[config.mk]
export PLATFORM = sky130hd
export DESIGN_NAME = sfx_sequencer
export DESIGN_NICKNAME = d
export VERILOG_FILES = /design/src/rtl/sfx_pkg.sv /design/src/rtl/sfx_event_latch.sv /design/src/rtl/sfx_sequencer.sv
export SDC_FILE = /design/constraint.sdc
export NUM_CORES = 1
export LEC_CHECK = 0
export ABC_CLOCK_PERIOD_IN_PS = 5800
export CORE_MARGIN = 5
export CORE_UTILIZATION = 60
export CTS_BUF_LIST = sky130_fd_sc_hd__clkbuf_2 sky130_fd_sc_hd__clkbuf_4 sky130_fd_sc_hd__clkbuf_8
export CTS_CLUSTER_DIAMETER = 200
export DETAILED_ROUTE_END_ITERATION = 8
export GPL_TIMING_DRIVEN = 0
export PLACE_DENSITY = 0.82
export SKIP_LAST_GASP = 1
export SLEW_MARGIN = 0
export SYNTH_ARGS = -nofsm -noshare
export SYNTH_HDL_FRONTEND = slang
export SYNTH_HIERARCHICAL = 1
export SYNTH_SLANG_ARGS = --single-unit
[constraint.sdc]
create_clock -name clk -period 5.8 [get_ports clk]
set_input_delay 0.58 -clock clk [delete_from_list [all_inputs] [get_ports clk]]
set_output_delay 0.58 -clock clk [all_outputs]
set_load 0.03 [all_outputs]
[src/rtl/sfx_pkg.sv]
// Shared definitions for the sound-effect sequencer and the pong sound generator.
// Effect codes and duration flags live here so both sides agree on encodings.
package sfx_pkg;

  typedef enum logic [1:0] {
    IDLE  = 2'd0,
    SETUP = 2'd1,
    FIRE  = 2'd2,
    HOLD  = 2'd3
  } sfx_state_t;

  localparam logic [3:0] FX_PADDLE = 4'd0;
  localparam logic [3:0] FX_WALL   = 4'd1;
  localparam logic [3:0] FX_MISS   = 4'd2;

  localparam logic DUR_SHORT = 1'b0;
  localparam logic DUR_LONG  = 1'b1;

  typedef struct packed {
    logic miss;
    logic paddle;
    logic wall;
  } sfx_pend_t;

  // Only the miss whistle uses the long generator duration.
  function automatic logic fx_duration(input logic [3:0] fx);
    return (fx == FX_MISS) ? DUR_LONG : DUR_SHORT;
  endfunction

endpackage

[src/rtl/sfx_event_latch.sv]
// Pending-event flags for paddle/wall/miss with set-wins-over-clear, mute flush,
// and a miss > paddle > wall priority encoder.
module sfx_event_latch
  import sfx_pkg::*;
(
  input  logic       clk,
  input  logic       reset,
  input  logic       ev_paddle,
  input  logic       ev_wall,
  input  logic       ev_miss,
  input  logic       mute,
  input  sfx_pend_t  clr,
  output logic       any_pending,
  output logic       miss_pending,
  output logic [3:0] win_fx,
  output logic       win_long,
  output sfx_pend_t  win_clr
);

  sfx_pend_t pend;

  // A set on the same edge as a clear keeps the flag; repeats simply merge.
  always_ff @(posedge clk or posedge reset) begin
    if (reset) begin
      pend <= '0;
    end else if (mute) begin
      pend <= '0;
    end else begin
      pend.miss   <= ev_miss   | (pend.miss   & ~clr.miss);
      pend.paddle <= ev_paddle | (pend.paddle & ~clr.paddle);
      pend.wall   <= ev_wall   | (pend.wall   & ~clr.wall);
    end
  end

  // A winning miss also discards stale paddle/wall sounds.
  always_comb begin
    win_fx  = FX_PADDLE;
    win_clr = '0;
    if (pend.miss) begin
      win_fx  = FX_MISS;
      win_clr = '{miss: 1'b1, paddle: 1'b1, wall: 1'b1};
    end else if (pend.paddle) begin
      win_fx         = FX_PADDLE;
      win_clr.paddle = 1'b1;
    end else if (pend.wall) begin
      win_fx       = FX_WALL;
      win_clr.wall = 1'b1;
    end
    win_long = fx_duration(win_fx);
  end

  assign any_pending  = pend.miss | pend.paddle | pend.wall;
  assign miss_pending = pend.miss;

endmodule

[src/rtl/sfx_sequencer.sv]
// Turns game events into one-cycle triggers for the pong sound generator,
// holding off new triggers until the running effect finishes (miss may preempt short ones).
module sfx_sequencer
  import sfx_pkg::*;
#(
  parameter int HOLD_SHORT = 4096,
  parameter int HOLD_LONG  = 32767,
  parameter int CW         = 16
) (
  input  logic       clk,
  input  logic       reset,
  input  logic       ev_paddle,
  input  logic       ev_wall,
  input  logic       ev_miss,
  input  logic       mute,
  output logic       c,
  output logic [3:0] fxa,
  output logic       fxb,
  output logic       busy
);

  localparam logic [CW-1:0] LOAD_SHORT = CW'(HOLD_SHORT);
  localparam logic [CW-1:0] LOAD_LONG  = CW'(HOLD_LONG);

  if ((64'd1 << CW) <= 64'(((HOLD_SHORT > HOLD_LONG) ? HOLD_SHORT : HOLD_LONG) + 1)) begin : g_cw_check
    $error("sfx_sequencer: CW too narrow for the hold durations");
  end

  sfx_state_t    state;
  logic [CW-1:0] cnt;
  sfx_pend_t     clr;
  sfx_pend_t     win_clr;
  logic          any_pending;
  logic          miss_pending;
  logic [3:0]    win_fx;
  logic          win_long;
  logic          take;

  sfx_event_latch u_latch (
    .clk          (clk),
    .reset        (reset),
    .ev_paddle    (ev_paddle),
    .ev_wall      (ev_wall),
    .ev_miss      (ev_miss),
    .mute         (mute),
    .clr          (clr),
    .any_pending  (any_pending),
    .miss_pending (miss_pending),
    .win_fx       (win_fx),
    .win_long     (win_long),
    .win_clr      (win_clr)
  );

  // take: the winner is accepted this cycle and its code loads on the next edge.
  always_comb begin
    take = 1'b0;
    if (!mute) begin
      case (state)
        IDLE:    take = any_pending;
        HOLD:    take = (fxb == DUR_SHORT) && miss_pending;
        default: take = 1'b0;
      endcase
    end
    clr = take ? win_clr : '0;
  end

  // c is a plain register so the generator's asynchronous load never sees a glitch.
  always_ff @(posedge clk or posedge reset) begin
    if (reset) begin
      state <= IDLE;
      cnt   <= '0;
      c     <= 1'b0;
      fxa   <= FX_PADDLE;
      fxb   <= DUR_SHORT;
    end else begin
      c <= 1'b0;
      case (state)
        IDLE: begin
          if (take) begin
            state <= SETUP;
            fxa   <= win_fx;
            fxb   <= win_long;
          end
        end
        SETUP: begin
          state <= FIRE;
          c     <= 1'b1;
        end
        FIRE: begin
          state <= HOLD;
          cnt   <= (fxb == DUR_LONG) ? LOAD_LONG : LOAD_SHORT;
        end
        HOLD: begin
          if (take) begin
            state <= SETUP;
            fxa   <= win_fx;
            fxb   <= win_long;
          end else if (cnt == '0) begin
            state <= IDLE;
          end else begin
            cnt <= cnt - 1'b1;
          end
        end
        default: state <= IDLE;
      endcase
    end
  end

  assign busy = (state != IDLE);

endmodule

==> impl_metrics.env <==
export IMPL_status="finished clean"
export IMPL_die_area_sq_um=3979
export IMPL_netlist_area_sq_um=1690
export IMPL_setup_viol=0
export IMPL_area_growth_pct=11.40
export IMPL_cts_tree="yes"
export IMPL_start_util_pct=61.83
export IMPL_dp_cells=238
export IMPL_hold_class="in2async"
export IMPL_ir_worst_vdd_uv=368.5
export IMPL_grtUsageTotal_pct=20.71
export IMPL_drc_errors=0
export IMPL_synth_avg_cell_area_sq_um=8.713
export IMPL_cts_hold_buffers=0
export IMPL_die_h_microns=63.08
export IMPL_vias_per_cell=6.182
export IMPL_synthFlopType="dfrtp_1"
export IMPL_end_kind="primary output"
export IMPL_async_flop_share_pct=100.0
export IMPL_final_period_utilization_pct=42.22
export IMPL_cts_sinks=27
export IMPL_htreeDepth=1
export IMPL_ys_warn_count=6
export IMPL_path_max_fanout=4
export IMPL_grt_util_met3_pct=4.618
export IMPL_place_ws_ns=3.393
export IMPL_synthTopCellsByArea="dfrtp_1 (40%), a21oi_1 (5.0%), ha_1 (4.4%)"
export IMPL_slew_violations=0
export IMPL_busiest_layer="met2"
export IMPL_yosysSeqAreaShare_pct=39.97
export IMPL_clk_latency_ns=0.33
export IMPL_grt_pass1_vias=1518
export IMPL_die_w_microns=63.08
export IMPL_clk_pin_slew_worst_paths_ns=0.15
export IMPL_antenna_found_initial=0
export IMPL_worst_clock_skew_ns=0.008315
export IMPL_drive_above_1_share_pct=10.43
export IMPL_startpoint_type="flip-flop"
export IMPL_grt_util_met1_pct=26.88
export IMPL_cts_setup_buffers=0
export IMPL_ant_nets=0
export IMPL_synth_edff_count=0
export IMPL_worstPathRequired_ns=5.22
export IMPL_drt_iter0_drc=86
export IMPL_cap_violations=0
export IMPL_dr_pass1_iters=4
export IMPL_finalHoldViolations=0
export IMPL_clockBufferDepth=2
export IMPL_critPathKind="reg2out"
export IMPL_grt_max_degree=25
export IMPL_max_slew_margin_rel_pct=38.17
export IMPL_grt_setup_unrepaired="false"
export IMPL_ys_ff_latch=27
export IMPL_place_congestion=0.9073
export IMPL_max_freq_mhz=408.3
export IMPL_core_sq_um=2734
export IMPL_io_pins=13
export IMPL_p_leak_nw=0.8260
export IMPL_io_buffers=12
export IMPL_root_buffer="clkbuf_4"
export IMPL_cts_buffers=3
export IMPL_vias=1496
export IMPL_final_net_count=224
export IMPL_syn_inst=194
export IMPL_setup_tns_ns=0
export IMPL_fin_cells=242
export IMPL_tightest_slew_ns=0.9264
export IMPL_final_fill_count=235
export IMPL_synth_cell_types=46
export IMPL_synth_area_leader_cell="dfrtp_1"
export IMPL_routed_wl_mm=3.772
export IMPL_wl_per_cell_microns=15.59
export IMPL_rows=19
export IMPL_fin_crit_ns=2.449
export IMPL_hpwl_mm=2.761
export IMPL_crit_arrival_ns=1.87
export IMPL_gr_total_overflow=0
export IMPL_met2_usage_pct=32.69
export IMPL_yosysTopAreaCellShare_pct=39.97
export IMPL_worst_slack_ns=3.351
export IMPL_ctsResizeCount=0
export IMPL_powerDensity_nw_per_um2=534.7
export IMPL_fin_util_pct=68.88
export IMPL_n_antenna_cell=0
export IMPL_grt_pass1_wl_mm=6.831
==> final timing paths <==
path                          start              end  slack [ns]  cells after the start
min reg2reg                  fxa[2]           fxa[2]        0.54                      1
max in group asynchronous     reset           cnt[2]        4.45                      2
min in group clk             fxa[2]           fxa[2]        0.54                      1
min                           reset  u_latch/pend[0]        0.43                      2
max                        state[0]             busy        3.35                      4
max reg2reg                  cnt[0]           cnt[1]        3.38                      8
==> registers in the layout, summed over array words and instances (netlist names) <==
signal and count:
fxa 4, state 2, c 1, fxb 1
cnt 16, u_latch/miss_pending 1, u_latch/pend 2
==> report_power, final <==
part	total (mW)	internal [mW]	switching (mW)
combinational	0.571	0.232	0.338
clock	0.0873	0.0316	0.0557
sequential	0.349	0.266	0.0832
total	1.01	0.530	0.477
==> metal layers <==
layer  share of wire, %  routed length, microns
met3                6.0                     226
met2                 48                    1801
met1                 44                    1674
met5                  0                       0
met4                1.9                      70
==> synthesized netlist by cell type (2+ instances only) <==
cell type	instances
or4_1	2
a21oi_1	17
nand2_1	13
o21ai_0	6
mux2i_1	2
dfrtp_1	27
or2_2	2
inv_1	14
or3_1	4
a211oi_1	2
o22a_1	4
o21ai_1	2
buf_2	3
ha_1	6
a2bb2oi_1	2
buf_4	4
o31ai_1	6
nand4_1	5
clkbuf_1	8
a31oi_1	5
mux2_2	5
nand2b_1	5
nor3_1	8
nor4_1	3
and3_1	3
nor2_1	14
and2_1	3
==> area by class of cell <==
| type | count | area [sq um] | share of cell area [%] |
|---|---|---|---|
| plain buffers | 15 | 75.07 | 3.987 |
| clock buffers | 4 | 30.03 | 1.595 |
| inverters | 15 | 56.30 | 2.990 |
| multi-input cells | 138 | 887.1 | 47.11 |
| flip-flops and latches | 27 | 675.6 | 35.88 |
| well taps | 31 | 38.79 | 2.060 |
| repair buffers | 12 | 120.1 | 6.379 |
==> through the flow <==
stage                     cell area, sq um  total power [mW]  hold WS, ns
after floorplan                       1694            0.7533       0.3336
after global placement                1853            0.8896       0.4881
after detailed placement              1853            0.9144       0.5050
after CTS                             1883             1.004       0.4419
after global routing                  1883             1.097       0.4657
final                                 1883             1.007       0.4336
==> cell usage in the layout, fill, tap and decap left out, drive strengths merged, types with 6 or more instances in the layout <==
cell type and n:
ha 6, dfrtp 27, nor2 14, o21ai 8, nand2 13, a21oi 17, inv 14, nor3 9
clkbuf 12, clkdlybuf4s50 12, nand4 6, buf 7, o31ai 6
==> critical path, cell delays in order (launching register included) <==
cell and delay (ns):
dfrtp_1 0.44, inv_1 0.11, ha_1 0.24, inv_1 0.08, clkdlybuf4s50_1 0.67
==> logic make-up (layout without fill, tap and decap cells) <==
kind of cell / Yosys count / after routing / share of synthesized area (%)
AO/OA/AOI/OAI: 52 / 52 / 19.99
other: 1 / 2 / 0.2218
XOR/XNOR: 1 / 1 / 0.5182
AND/OR/NAND/NOR: 70 / 70 / 22.58
multiplexers: 7 / 7 / 4.515
flip-flops: 27 / 27 / 39.97
adder cells (fa/ha/maj): 6 / 6 / 4.441
buffers and inverters: 30 / 46 / 7.772
Note: power is estimated with default switching activity, not from simulation.
